<file path="config.mk">
export PLATFORM = sky130hd
export DESIGN_NAME = fetch_control_unit
export DESIGN_NICKNAME = d
export VERILOG_FILES = /design/src/rtl/fcu_pkg.sv /design/src/rtl/fcu_hazard_detect.sv /design/src/rtl/fetch_control_unit.sv
export SDC_FILE = /design/constraint.sdc
export NUM_CORES = 1
export LEC_CHECK = 0
export ABC_AREA = 1
export CAP_MARGIN = 0
export CORE_UTILIZATION = 41
export CTS_CLUSTER_DIAMETER = 100
export DETAILED_ROUTE_END_ITERATION = 10
export PLACE_DENSITY = 0.82
export SLEW_MARGIN = 20
export SYNTH_ARGS = -nofsm -noshare
export SYNTH_HDL_FRONTEND = slang
export SYNTH_SLANG_ARGS = --single-unit
export TNS_END_PERCENT = 20
</file>
<file path="constraint.sdc">
create_clock -name clk -period 2.15 [get_ports clk]
set_clock_uncertainty 0.1 [all_clocks]
set_input_delay 0.43 -clock clk [delete_from_list [all_inputs] [get_ports clk]]
set_output_delay 0.43 -clock clk [all_outputs]
set_load 0.1 [all_outputs]
</file>
<file path="src/rtl/fcu_pkg.sv">
// Shared constants for the fetch control unit: widths, opcodes, instruction
// field positions and redirect FSM state encodings.
package fcu_pkg;

   localparam int unsigned ADDR_W_DEF = 16;
   localparam int unsigned INS_W_DEF  = 32;

   localparam logic [5:0] OPC_LOAD_DEF = 6'h10;
   localparam logic [5:0] OPC_JMP_DEF  = 6'h20;
   localparam logic [5:0] OPC_BRZ_DEF  = 6'h21;

   localparam int unsigned OPC_HI = 31;
   localparam int unsigned OPC_LO = 26;
   localparam int unsigned RD_HI  = 25;
   localparam int unsigned RD_LO  = 21;
   localparam int unsigned RS_HI  = 20;
   localparam int unsigned RS_LO  = 16;
   localparam int unsigned RT_HI  = 15;
   localparam int unsigned RT_LO  = 11;
   localparam int unsigned IMM_HI = 15;
   localparam int unsigned IMM_LO = 0;

   localparam logic [0:0] ST_RUN      = 1'b0;
   localparam logic [0:0] ST_REDIRECT = 1'b1;

endpackage

</file>
<file path="src/rtl/fcu_hazard_detect.sv">
// Combinational hazard/redirect detection from the IF/ID and ID/EX fields.
module fcu_hazard_detect
   import fcu_pkg::*;
#(
   parameter logic [5:0] OPC_LOAD = OPC_LOAD_DEF,
   parameter logic [5:0] OPC_JMP  = OPC_JMP_DEF,
   parameter logic [5:0] OPC_BRZ  = OPC_BRZ_DEF
) (
   input  logic [5:0] id_opc,
   input  logic [4:0] id_rs,
   input  logic [4:0] id_rt,
   input  logic       id_valid,
   input  logic [5:0] ex_opc,
   input  logic [4:0] ex_rd,
   input  logic       ex_valid,
   input  logic       ex_zero,
   output logic       load_use,
   output logic       jmp_id,
   output logic       brz_taken
);

   always_comb begin
      load_use  = ex_valid && (ex_opc == OPC_LOAD) && (ex_rd != '0) && id_valid &&
                  ((id_rs == ex_rd) || (id_rt == ex_rd));
      jmp_id    = id_valid && (id_opc == OPC_JMP);
      brz_taken = ex_valid && (ex_opc == OPC_BRZ) && ex_zero;
   end

endmodule

</file>
<file path="src/rtl/fetch_control_unit.sv">
// Fetch-side pipeline control: IF/ID and ID/EX registers, JMP/BRZ redirect
// with a one-cycle flush state, and load-use stall generation.
module fetch_control_unit
   import fcu_pkg::*;
#(
   parameter int unsigned ADDR_W   = ADDR_W_DEF,
   parameter int unsigned INS_W    = INS_W_DEF,
   parameter logic [5:0]  OPC_LOAD = OPC_LOAD_DEF,
   parameter logic [5:0]  OPC_JMP  = OPC_JMP_DEF,
   parameter logic [5:0]  OPC_BRZ  = OPC_BRZ_DEF
) (
   input  logic              clk,
   input  logic              reset,
   input  logic [INS_W-1:0]  ins,
   input  logic [ADDR_W-1:0] current_address,
   input  logic              ex_zero,
   output logic [ADDR_W-1:0] jump_loc,
   output logic              pc_mux_sel,
   output logic              stall,
   output logic              stall_pm,
   output logic [INS_W-1:0]  id_ins,
   output logic [ADDR_W-1:0] id_pc,
   output logic              id_valid,
   output logic [INS_W-1:0]  ex_ins,
   output logic [ADDR_W-1:0] ex_pc,
   output logic              ex_valid
);

   logic [0:0]        state_q;
   logic              load_use, jmp_id, brz_taken;
   logic              in_run, redirect_brz, redirect_jmp, hold;
   logic [ADDR_W-1:0] id_imm, ex_imm;

   fcu_hazard_detect #(
      .OPC_LOAD (OPC_LOAD),
      .OPC_JMP  (OPC_JMP),
      .OPC_BRZ  (OPC_BRZ)
   ) u_hazard (
      .id_opc    (id_ins[OPC_HI:OPC_LO]),
      .id_rs     (id_ins[RS_HI:RS_LO]),
      .id_rt     (id_ins[RT_HI:RT_LO]),
      .id_valid  (id_valid),
      .ex_opc    (ex_ins[OPC_HI:OPC_LO]),
      .ex_rd     (ex_ins[RD_HI:RD_LO]),
      .ex_valid  (ex_valid),
      .ex_zero   (ex_zero),
      .load_use  (load_use),
      .jmp_id    (jmp_id),
      .brz_taken (brz_taken)
   );

   // Priority: taken BRZ squashes a JMP in ID, which in turn overrides load-use.
   always_comb begin
      in_run       = (state_q == ST_RUN);
      redirect_brz = in_run && brz_taken;
      redirect_jmp = in_run && jmp_id && !brz_taken;
      hold         = in_run && load_use && !brz_taken && !jmp_id;
      id_imm       = ADDR_W'(id_ins[IMM_HI:IMM_LO]);
      ex_imm       = ADDR_W'(ex_ins[IMM_HI:IMM_LO]);
      pc_mux_sel   = redirect_brz || redirect_jmp;
      stall        = hold;
      stall_pm     = hold;
      jump_loc     = '0;
      if (redirect_brz)
         jump_loc = ex_pc + ADDR_W'(1) + ex_imm;
      else if (redirect_jmp)
         jump_loc = id_imm;
   end

   always_ff @(posedge clk or negedge reset) begin
      if (!reset) begin
         state_q  <= ST_RUN;
         id_ins   <= '0;
         id_pc    <= '0;
         id_valid <= 1'b0;
         ex_ins   <= '0;
         ex_pc    <= '0;
         ex_valid <= 1'b0;
      end else begin
         state_q <= pc_mux_sel ? ST_REDIRECT : ST_RUN;
         if (hold) begin
            ex_ins   <= '0;
            ex_pc    <= '0;
            ex_valid <= 1'b0;
         end else begin
            // Wrong-path fetch squashed on any redirect; JMP itself continues as a NOP.
            id_ins   <= ins;
            id_pc    <= current_address;
            id_valid <= !pc_mux_sel;
            ex_ins   <= id_ins;
            ex_pc    <= id_pc;
            ex_valid <= id_valid && !redirect_brz;
         end
      end
   end

endmodule
</file>
==> reports/results.txt <==
part of the cycle the worst path needs = 134%
Clock transition at path regs = 0.07 ns
Worst Path Required = 1.62 ns
Clock Tree Root = clkbuf_16
mapped cell area = 4710 sq um
die width = 109 um
Final WS setup = -0.722 ns
setup violators final = 19
fin area = 8000 sq um
CP Launch Type = flip-flop
Antenna Violating Nets Remaining = 0
DIE HEIGHT = 109 um
static leakage power = 3.85 nW
residual DRC count = 0
initial antenna violation count = 0
RSZ-0062 raised after global routing = yes
Worst R2R Start = ex_ins[29]$_DFF_PN0_
Final min period = 2.87 ns
HP Class = reg2reg
Hold Vio Cnt, Final = 0
clk sinks = 99
Post-DP Area = 7390 sq um
total number of vias = 4568
H-Tree Depth = 3
CP arrival = 2.34 ns
synthesized flop and latch total = 99
DP HPWL = 11000 um
wire per inst = 16.1 um
effective utilization at floorplan = 42.7%
CTS tree = built
Mean Syn Cell Area = 8.09 sq um
core area = 11000 sq um
max cap viols = 0
status = complete, but fails checks
Worst Tran Pin Value = 0.496 ns
# rows = 38
gpl congestion = 0.853
final WL = 14900 um
slew margin rel. = 66.9%
VDD IR-drop max = 0.000573 V
Hold Path Origin = id_pc[12]$_DFFE_PN0N_
Max Root-Sink Buffers = 2
Yosys cell types = 27
commonest non-fill, non-tap cells in the layout = buf_4 (129), nand2_1 (124), inv_1 (84), nor2_1 (64), dfrtp_4 (54)
Post-Synthesis Cells = 582
first-pass GRT wire length = 22600 um
Skew-Pair Late Insertion Delay = 0.35 ns
Top Ports = 168
Synth Net Count = 649
Critical path origin = ex_ins[0]$_DFF_PN0_
pre-CTS setup slack = -0.430 ns
die area = 11900 sq um
vias per cell = 4.91
FF+latch area = 2690 sq um
synth top area cells = dfrtp_1 (53%), nand2_1 (13%), inv_1 (7.7%), nor2_1 (5.8%), o21ai_1 (4.3%)
GR Util All Layers = 25.6%
most common cell after layout, fill and taps aside = buf_4
IO Port Bufs = 167
area growth from synthesis to layout = 69.9%
vias in the first global route = 4622
largest net degree at the start of global routing = 67
Final Slew Violations = 0
Syn. warnings = 0
CTS buffer count = 9
fillers = 787
crit path kind = reg2out
largest area contributor in the netlist = dfrtp_1
Fmax = 348 MHz
area of the multi-input gates = 2440 sq um
cell area power density = 668 nW/um^2
Initial DRC Count = 242
Max FO, Critical Path = 4
Critical Path Sink Type = primary output
diode count = 0
nets = 853
top-area cell type share of the netlist area = 52.6%
failing checks = setup timing
layout cells sized above 1 = 44.1%
sequential share of the synthesized area = 52.6%
total gr overflow = 0
First-pass DRT Iterations = 4
sequential cells by signal, indices dropped and copies added (netlist names):
name / flops
ex_ins: 32
ex_valid: 1
ex_pc: 16
id_pc: 16
state_q: 1
id_ins: 32
id_valid: 1
final cells by class:
class,instances,share of cell area (%)
Clock buffer,12,3.21
Clock inverter,4,0.313
Inverter,101,4.82
Multi-Input combinational cell,365,30.4
Sequential cell,99,33.6
Tap cell,140,2.19
Timing Repair Buffer,210,25.5
stage by stage:
stage          hold WS (ns)  power, mW  TNS [ns]  std cells  util (%)
2_1_floorplan        0.0344       3.22     -5.38        582         -
3_3_place_gp          0.305       3.69     -4.89        909      67.0
3_5_place_dp          0.319       3.72     -5.96        909      67.0
4_1_cts               0.428       5.29     -9.61        927      70.4
5_1_grt               0.454       5.54    -10.84        931      72.5
6_report              0.424       5.35     -9.24        931      72.5
power breakdown:
group	switching, mW	total, mW	internal [mW]
sequential	0.0986	2.09	1.99
combinational	1.20	1.71	0.510
clock	0.695	1.54	0.844
total	2.00	5.35	3.35
what timing repair did:
| item | 4_1_cts | 5_1_grt |
|---|---|---|
| hold buffers | 1 | 0 |
| gates resized for setup | 17 | 56 |
| hold endpoints to repair | 31 | 0 |
| pin swaps | 6 | 29 |
| setup endpoints to repair | 19 | 67 |
| buffers inserted | 1 | 6 |
logic make-up after synthesis:
family / after synthesis / synth area share (%)
XOR/XNOR: 10 / 1.86
buffers and inverters: 118 / 10.6
flip-flops: 99 / 52.6
AO/OA/AOI/OAI: 67 / 7.28
adder cells (fa/ha/maj): 16 / 4.41
AND/OR/NAND/NOR: 272 / 23.2
metal layers:
layer	up-vias	share of wire, %	GRT usage [%]
met5	-	0	0
met4	0	2.9	9.33
met3	35	5.0	5.56
met2	139	52	45.3
met1	2219	40	30.4
li1	2175	-	-
cells in the mapped netlist:
library cell and instances:
buf_6 5, xor2_1 6, nor3_1 3, nand4_1 3
o21ai_1 40, inv_2 3, nor3b_1 1, nor2_2 1
a21oi_1 8, or2_2 2, o22ai_1 6, nand2_1 163
nand2_4 1, nand3_1 21, buf_4 2, clkinv_1 1
fa_1 1, nor2_1 73, o21ai_0 13, dfrtp_1 99
nand3b_1 2, xnor2_1 4, inv_1 97, nand3_2 1
and2_1 1, buf_2 10, ha_1 15
critical path, cell delays in order (launching register included):
cell     delay (ns)
dfrtp_4        0.49
inv_4          0.07
ha_4           0.12
inv_2          0.03
fa_2           0.34
nand2_2        0.10
nand2_2        0.08
and2_4         0.18
nand3_4        0.07
nand3_2        0.06
nand2_1        0.07
nand3_2        0.11
nand2_8        0.10
buf_12         0.16
final timing paths:
check / endpoint / slack (ns) / depth (start not counted)
setup / recovery: jump_loc[12] / -0.72 / 13
hold / removal: ex_pc[12]$_DFF_PN0_ / 0.42 / 2
setup reg to reg: ex_pc[7]$_DFF_PN0_ / 0.24 / 9
hold reg to reg: ex_pc[12]$_DFF_PN0_ / 0.42 / 2
max in group asynchronous: ex_ins[21]$_DFF_PN0_ / 0.89 / 3
min in group asynchronous: id_pc[2]$_DFFE_PN0N_ / 0.48 / 2
(Power assumes the default switching activity.)
